**src/rtl/oam_dma_controller_if.sv**
```systemverilog
// CPU-side and memory-map-side bus bundle for the NES sprite DMA controller.
// The slave modport is the controller; the master modport is the CPU/memory-map environment.
interface oam_dma_controller_if;
  localparam int unsigned ADDR_W = 16;
  localparam int unsigned DATA_W = 8;

  logic [ADDR_W-1:0] cpu_addr;
  logic [DATA_W-1:0] cpu_dout;
  logic              cpu_r_nw;
  logic [DATA_W-1:0] bus_din;
  logic [DATA_W-1:0] cpu_din;
  logic              cpu_halt;
  logic [ADDR_W-1:0] bus_addr;
  logic [DATA_W-1:0] bus_dout;
  logic              bus_r_nw;
  logic              dma_busy;

  modport slave (
    input  cpu_addr, cpu_dout, cpu_r_nw, bus_din,
    output cpu_din, cpu_halt, bus_addr, bus_dout, bus_r_nw, dma_busy
  );

  modport master (
    output cpu_addr, cpu_dout, cpu_r_nw, bus_din,
    input  cpu_din, cpu_halt, bus_addr, bus_dout, bus_r_nw, dma_busy
  );
endinterface

```
**src/rtl/oam_dma_controller.sv**
```systemverilog
// NES $4014 sprite DMA: halts the CPU and copies page $PP00-$PPFF to OAM data port $2004.
// Optional OAM_DMA_ODD_ALIGN_EN adds the parity ALIGN cycle (513/514-cycle transfers).
module oam_dma_controller #(
  parameter logic [15:0] DMA_TRIG_ADDR = 16'h4014,
  parameter logic [15:0] OAM_DATA_ADDR = 16'h2004
) (
  input  logic                  clk_ph1,
  input  logic                  rst,
  oam_dma_controller_if.slave   dma
);

  typedef enum logic [2:0] {
    S_IDLE,
    S_HALT,
    S_ALIGN,
    S_READ,
    S_WRITE
  } state_e;

  state_e      state_q;
  logic [7:0]  page_q;
  logic [7:0]  idx_q;
  logic [7:0]  data_q;
  logic        run_q;
`ifdef OAM_DMA_ODD_ALIGN_EN
  logic        cyc_odd_q;
`endif

  logic trigger;
  assign trigger = (dma.cpu_addr == DMA_TRIG_ADDR) && !dma.cpu_r_nw;

  // Sequencer; run_q mirrors (state != IDLE) as a flop so halt/busy are glitch-free.
  always_ff @(posedge clk_ph1) begin
    if (rst) begin
      state_q   <= S_IDLE;
      page_q    <= 8'h00;
      idx_q     <= 8'h00;
      data_q    <= 8'h00;
      run_q     <= 1'b0;
`ifdef OAM_DMA_ODD_ALIGN_EN
      cyc_odd_q <= 1'b0;
`endif
    end else begin
`ifdef OAM_DMA_ODD_ALIGN_EN
      cyc_odd_q <= ~cyc_odd_q;
`endif
      case (state_q)
        S_IDLE: begin
          if (trigger) begin
            page_q  <= dma.cpu_dout;
            idx_q   <= 8'h00;
            state_q <= S_HALT;
            run_q   <= 1'b1;
          end
        end
        S_HALT: begin
`ifdef OAM_DMA_ODD_ALIGN_EN
          state_q <= cyc_odd_q ? S_READ : S_ALIGN;
`else
          state_q <= S_READ;
`endif
        end
        S_ALIGN: state_q <= S_READ;
        S_READ: begin
          data_q  <= dma.bus_din;
          state_q <= S_WRITE;
        end
        S_WRITE: begin
          idx_q <= idx_q + 8'd1;
          if (idx_q == 8'hFF) begin
            state_q <= S_IDLE;
            run_q   <= 1'b0;
          end else begin
            state_q <= S_READ;
          end
        end
        default: begin
          state_q <= S_IDLE;
          run_q   <= 1'b0;
        end
      endcase
    end
  end

  // Bus arbitration: CPU pass-through in IDLE, dummy reads while halting, DMA cycles otherwise.
  always_comb begin
    dma.bus_addr = dma.cpu_addr;
    dma.bus_dout = dma.cpu_dout;
    dma.bus_r_nw = dma.cpu_r_nw;
    case (state_q)
      S_HALT, S_ALIGN: dma.bus_r_nw = 1'b1;
      S_READ: begin
        dma.bus_addr = {page_q, idx_q};
        dma.bus_dout = data_q;
        dma.bus_r_nw = 1'b1;
      end
      S_WRITE: begin
        dma.bus_addr = OAM_DATA_ADDR;
        dma.bus_dout = data_q;
        dma.bus_r_nw = 1'b0;
      end
      default: ;
    endcase
  end

  assign dma.cpu_din  = dma.bus_din;
  assign dma.cpu_halt = run_q;
  assign dma.dma_busy = run_q;

endmodule

```
**src/flat_wrapper.sv**
```systemverilog
// flat-port wrapper written by rule: the top's interface ports become plain ports
module oam_dma_controller_flat 
#(
  parameter logic [15:0] DMA_TRIG_ADDR = 16'h4014,
  parameter logic [15:0] OAM_DATA_ADDR = 16'h2004
)
  (clk_ph1, rst, dma_cpu_addr, dma_cpu_dout, dma_cpu_r_nw, dma_bus_din, dma_cpu_din, dma_cpu_halt, dma_bus_addr, dma_bus_dout, dma_bus_r_nw, dma_dma_busy);
  oam_dma_controller_if dma_i ();
  input  logic clk_ph1;
  input  logic rst;
  input wire logic [$bits(dma_i.cpu_addr)-1:0] dma_cpu_addr;
  input wire logic [$bits(dma_i.cpu_dout)-1:0] dma_cpu_dout;
  input wire logic [$bits(dma_i.cpu_r_nw)-1:0] dma_cpu_r_nw;
  input wire logic [$bits(dma_i.bus_din)-1:0] dma_bus_din;
  output wire logic [$bits(dma_i.cpu_din)-1:0] dma_cpu_din;
  output wire logic [$bits(dma_i.cpu_halt)-1:0] dma_cpu_halt;
  output wire logic [$bits(dma_i.bus_addr)-1:0] dma_bus_addr;
  output wire logic [$bits(dma_i.bus_dout)-1:0] dma_bus_dout;
  output wire logic [$bits(dma_i.bus_r_nw)-1:0] dma_bus_r_nw;
  output wire logic [$bits(dma_i.dma_busy)-1:0] dma_dma_busy;
  assign dma_i.cpu_addr = dma_cpu_addr;
  assign dma_i.cpu_dout = dma_cpu_dout;
  assign dma_i.cpu_r_nw = dma_cpu_r_nw;
  assign dma_i.bus_din = dma_bus_din;
  assign dma_cpu_din = dma_i.cpu_din;
  assign dma_cpu_halt = dma_i.cpu_halt;
  assign dma_bus_addr = dma_i.bus_addr;
  assign dma_bus_dout = dma_i.bus_dout;
  assign dma_bus_r_nw = dma_i.bus_r_nw;
  assign dma_dma_busy = dma_i.dma_busy;
  oam_dma_controller #(.DMA_TRIG_ADDR(DMA_TRIG_ADDR), .OAM_DATA_ADDR(OAM_DATA_ADDR)) u_core (.clk_ph1(clk_ph1), .rst(rst), .dma(dma_i));
endmodule
```
**config.mk**
```make
export PLATFORM = sky130hd
export DESIGN_NAME = oam_dma_controller_flat
export DESIGN_NICKNAME = d
export VERILOG_FILES = /design/src/rtl/oam_dma_controller_if.sv /design/src/rtl/oam_dma_controller.sv /design/src/flat_wrapper.sv
export SDC_FILE = /design/constraint.sdc
export NUM_CORES = 1
export LEC_CHECK = 0
export BUFFER_PORTS_ARGS = -buffer_cell sky130_fd_sc_hd__buf_4
export CORE_MARGIN = 5
export CORE_UTILIZATION = 49
export DETAILED_ROUTE_END_ITERATION = 8
export HOLD_SLACK_MARGIN = 0.05
export PLACE_DENSITY = 0.82
export SETUP_SLACK_MARGIN = 0.2
export SYNTH_ARGS = -nofsm -noshare
export SYNTH_HDL_FRONTEND = slang
export SYNTH_SLANG_ARGS = --single-unit
```
**constraint.sdc**
```tcl
create_clock -name clk_ph1 -period 2.8 [get_ports clk_ph1]
set_input_delay 0.28 -clock clk_ph1 [delete_from_list [all_inputs] [get_ports clk_ph1]]
set_output_delay 0.28 -clock clk_ph1 [all_outputs]
set_load 0.01 [all_outputs]
```
Word level (Yosys, flattened, before mapping)
Index checks and enable logic that the tools add are counted.

Output and inout bits: 35. Register bits after elaboration: 28.

Reductions and logical operators: 10. Mux-type cells: 11. Add/sub/neg operators: 1. Equal/unequal tests: 8. Bitwise operators: 1.

Operators with widths (number): $pmux 16 s2 (1); $eq 16x15->1 const B (1); $mux 8 (2); $pmux 8 s2 (1); $pmux 3 s4 (1); $add 8x1->8 const B (1); $eq 8x8->1 const B (1); $eq 3x2->1 const B (2); $ne 2x1->1 const B (2); $reduce_and 2->1 (2); $reduce_or 2->1 (2); $eq 3x1->1 const B (1); $eq 3x3->1 const B (1); $logic_not 3->1 (1); $mux 3 (1); $pmux 1 s3 (1); $reduce_and 3->1 (1); $reduce_or 3->1 (1); $mux 1 (2); $mux 2 (1); $pmux 1 s2 (1); $reduce_bool 2->1 (1); $logic_and 1x1->1 (1); $logic_not 1->1 (1); $not 1->1 (1).

Longest topological paths before layout
Word-level depth: 4. Mapped depth: 7. Mapped depth without buffers: 4.

Least setup slack after synthesis
No wires, ideal clock.

Path type: reg-to-output. From: register u_core.state_q[2]. To: output dma_bus_dout[1]. Stages on the path, launching flop included: 8. Data arrival time: 1497 ps. Setup slack: 1023 ps. Data required time: 2520 ps. Path through: dfxtp_1 > buf_6 > inv_1 > and3_1 > clkbuf_1 > nor2_1 > buf_2 > mux2_2.

Longest elaborated chain between the ends: 3. Elaborated cells on any way between the ends: 4. Classes of those cells: 2 x eq/ne; 1 x mux; 1 x reduce/logical.

RTL lines: start, declared (line oam_dma_controller.sv:20) `state_e state_q;`; start signal, assigned (line oam_dma_controller.sv:35) `state_q <= S_IDLE;`; start signal, assigned (line oam_dma_controller.sv:52) `state_q <= S_HALT;`; start signal, assigned (line oam_dma_controller.sv:60) `state_q <= S_READ;`; $eq 3x2->1 / $eq 3x3->1 (equally long branches) (line oam_dma_controller.sv:90) `case (state_q)`; $reduce_or 2->1 (no source line) *; $mux 8 * (line oam_dma_controller.sv:90); end, declared (line flat_wrapper.sv:18) `output wire logic [$bits(dma_i.bus_dout)-1:0] dma_bus_dout;`.

Every way passes the cells marked *; elsewhere a longest branch is shown, timed or not.

Worst setup path after layout
From: register u_core.state_q[2]. To: output dma_bus_dout[4].

The elaborated chain is that of the path after synthesis.

==> summary.log <==
INFO  floorplanning  die-height=67.6um
INFO  timing         timing_worst_slew_pin_value=0.667ns
INFO  cells_and_area nFillCells=291
INFO  logic_synthesis synth-edff-count=0
INFO  setup_path     crit_path_top_delay_cell=dfxtp_2
INFO  power_and_ir_drop power.density=411nW/um2
INFO  cts            cts_num_sinks=28
INFO  min_path       hp-class=primary input to register
INFO  cts            h-tree-depth=1
INFO  cts            clkSlewWorstSetupHoldPaths=0.16ns
INFO  timing         rsz0062_at_grt=false
INFO  timing         period_needed=2.40ns
INFO  setup_path     crit_required=2.52ns
INFO  cts            master_cell_of_the_clock_root_buffer=clkbuf_4
INFO  logic_synthesis synthCells=196
INFO  timing         whs=0.172ns
INFO  flow_run       max_cap_viols=0
INFO  setup_path     timing.critical_path.to_type=primary output
INFO  setup_path     crit_path_max_incr_delay=0.43ns
INFO  cts            tritoncts.num_buffers=3
INFO  logic_synthesis async_reset_ff_share=0%
INFO  timing         timing.setup.tns=0ns
INFO  global_routing grt_overflow_total=0
INFO  setup_path     start_kind=register
INFO  floorplanning  num_rows=21
INFO  cells_and_area final_std_cells_w_o_fill=296
INFO  route          drt_first_iter_violations=297
INFO  cells_and_area utilization=65.3%
INFO  global_routing antenna_violations_before_repair=0
INFO  logic_synthesis synth_most_common_cell=dfxtp_1
INFO  global_routing maximum_number_of_pins_on_one_net_before_global_route_repair=29
INFO  setup_path     critical_path.cell_chain=inv_1, and3_1, nor2_1, buf_4, mux2_2, buf_4
INFO  cells_and_area drive_above_1_share=36.8%
INFO  timing         drv_slew=0
INFO  cts            cts.repair.resized=0
INFO  timing         relSlewSlack=55.3%
INFO  logic_synthesis synth_top_cell_by_area=dfxtp_1
INFO  logic_synthesis ys_dominant_reg_cell=dfxtp_1
INFO  floorplanning  die-area=4570um2
INFO  cells_and_area final_net_count=287
INFO  cts            tritoncts=done
INFO  status         status=finished clean
INFO  global_routing groute.usage.overall=21.3%
INFO  timing         period_share=85.5%
INFO  timing         fmax=0.418GHz
INFO  power_and_ir_drop power.static_leakage=0.876nW
INFO  route          vias=1691
INFO  logic_synthesis postSynthNetCount=232
INFO  route          total_drc_errors_in_the_routed_layout=0
INFO  logic_synthesis avgSynthCellArea=8.30um2
INFO  route          avgRoutedWirePerCell=16.2um
INFO  logic_synthesis post_synth_most_frequent_cells=28 x dfxtp_1, 25 x a21oi_1, 19 x nand2_1
INFO  route          detail_route.vias_per_cell=5.71
INFO  cts            cts_setup_buffers=0
INFO  power_and_ir_drop vdd.ir_drop.worst=0.265mV
INFO  setup_path     crit_path_frequent_cell=buf_4
INFO  cells_and_area n_antenna_cell=0
INFO  placed_design  dp_worst_setup_slack=0.706ns
INFO  logic_synthesis netlist_area=1630um2
INFO  setup_path     worst-path-max-fanout=18
INFO  floorplanning  core-area=3280um2
INFO  route          wirelength=4.79mm
INFO  placed_design  dp.cells=292
INFO  logic_synthesis synth_top_cells_by_area=dfxtp_1 34%, a21oi_1 7.7%, a22o_1 7.5%
INFO  logic_synthesis netlist-cell-type-count=40
INFO  timing         worst_setup_skew_after_layout=0.0119ns
INFO  logic_synthesis yosys_warnings=0
INFO  floorplanning  die_x=67.6um
INFO  floorplanning  starting_utilization_of_the_core_area=49.5%
INFO  logic_synthesis synth-seq-cells=28
INFO  timing         setup-violations-final=0
INFO  cts            worstSkewPairLatency=0.34ns
INFO  route          detailedRoute.firstPassIterationCount=4
INFO  route          ant_nets=0
INFO  timing         slack_of_the_critical_path=0.405ns
INFO  global_routing number_of_global_route_vias_before_repair=1565
INFO  global_routing grt_first_pass_wirelength=7.51mm
INFO  floorplanning  top_level_ports=70
INFO  placed_design  numPortBuffers=69
INFO  cells_and_area area_growth=31.9%
INFO  setup_path     arrival=2.12ns
INFO  cts            clockBufferDepth=2
INFO  placed_design  place_hpwl=3.47mm
INFO  setup_path     path_class=register to primary output
INFO  cts            postCtsHoldBufs=0
INFO  logic_synthesis ys_seq_area_share=34.5%
INFO  placed_design  place_congestion=0.916
INFO  logic_synthesis synthDominantCellAreaShare=34.5%
INFO  timing         hold_viol_final=0
## placed cells by master (no fill, tap or decap), types with 3 or more instances in the layout
cell / count
mux2_2: 8
nand2_1: 19
o211ai_1: 4
a31oi_1: 4
nor2_1: 7
and3_1: 3
nand3_1: 7
buf_4: 74
clkbuf_4: 3
a21oi_1: 25
or4_1: 3
dfxtp_1: 27
nand4_1: 11
o21ai_1: 9
a22o_1: 14
## kinds of logic after synthesis
family | count (synthesis) | share of synthesized area (%)
AND/OR/NAND/NOR | 68 | 23.5
AO/OA/AOI/OAI | 64 | 25.2
flip-flops | 28 | 34.5
buffers and inverters | 25 | 9.31
multiplexers | 8 | 5.54
adder cells (fa/ha/maj) | 2 | 1.38
XOR/XNOR | 1 | 0.539
## registers in the layout, indices dropped and copies added, names as in the netlist
signal	count
u_core.dma.cpu_halt	1
u_core.idx_q	8
u_core.page_q	8
u_core.state_q	3
u_core.data_q	8
## metal layers
metal  up-vias  share of wire [%]  track usage (%)
li1        838                  -                -
met1       765                 44             30.8
met2        79                 46             31.8
met3         9                8.5             3.99
met4         0                2.1             5.82
met5         -                  0                0
## per-stage QoR
stage	area [um2]	total power, W
after detailed placement	2090	0.000620
after floorplan	1630	0.000521
after global placement	2090	0.000620
after CTS	2140	0.000882
after global routing	2150	0.000917
final	2150	0.000882
## path summary, 6_finish.rpt
| kind | startpoint | end | slack (ns) | cells after the start |
|---|---|---|---|---|
| max | u_core.state_q[2]$_SDFFE_PP0P_ | dma_bus_dout[4] | 0.40 | 6 |
| max reg2reg | u_core.state_q[2]$_SDFFE_PP0P_ | u_core.idx_q[5]$_SDFFE_PP0P_ | 1.05 | 3 |
| min reg2reg | u_core.data_q[0]$_SDFFE_PP0N_ | u_core.data_q[0]$_SDFFE_PP0N_ | 0.47 | 2 |
| min | dma_bus_din[6] | u_core.data_q[6]$_SDFFE_PP0N_ | 0.17 | 3 |
## worst max-delay path, delay by kind of cell (launching register included)
family	cells	cell delay, ns
DFF	1	0.43
muxes	1	0.36
buffers and inverters	3	0.56
and+or+nand+nor	2	0.43
## cell type report
type                       count  area, um2  area share [%]
multi-input combinational    143        915            42.6
sequential                    28        562            26.2
timing repair buffer          74        556            25.9
tap                           46       57.6            2.68
clock inverter                 1       30.0            1.40
clock buffer                   3       22.5            1.05
inverter                       1       3.75           0.175
## where the power goes
part,total (W),switching [W],internal [W]
registers,0.000413,0.00000800,0.000405
logic,0.000200,0.0000954,0.000105
clock network,0.000269,0.000124,0.000145
Power figures use the tool's default switching activity.
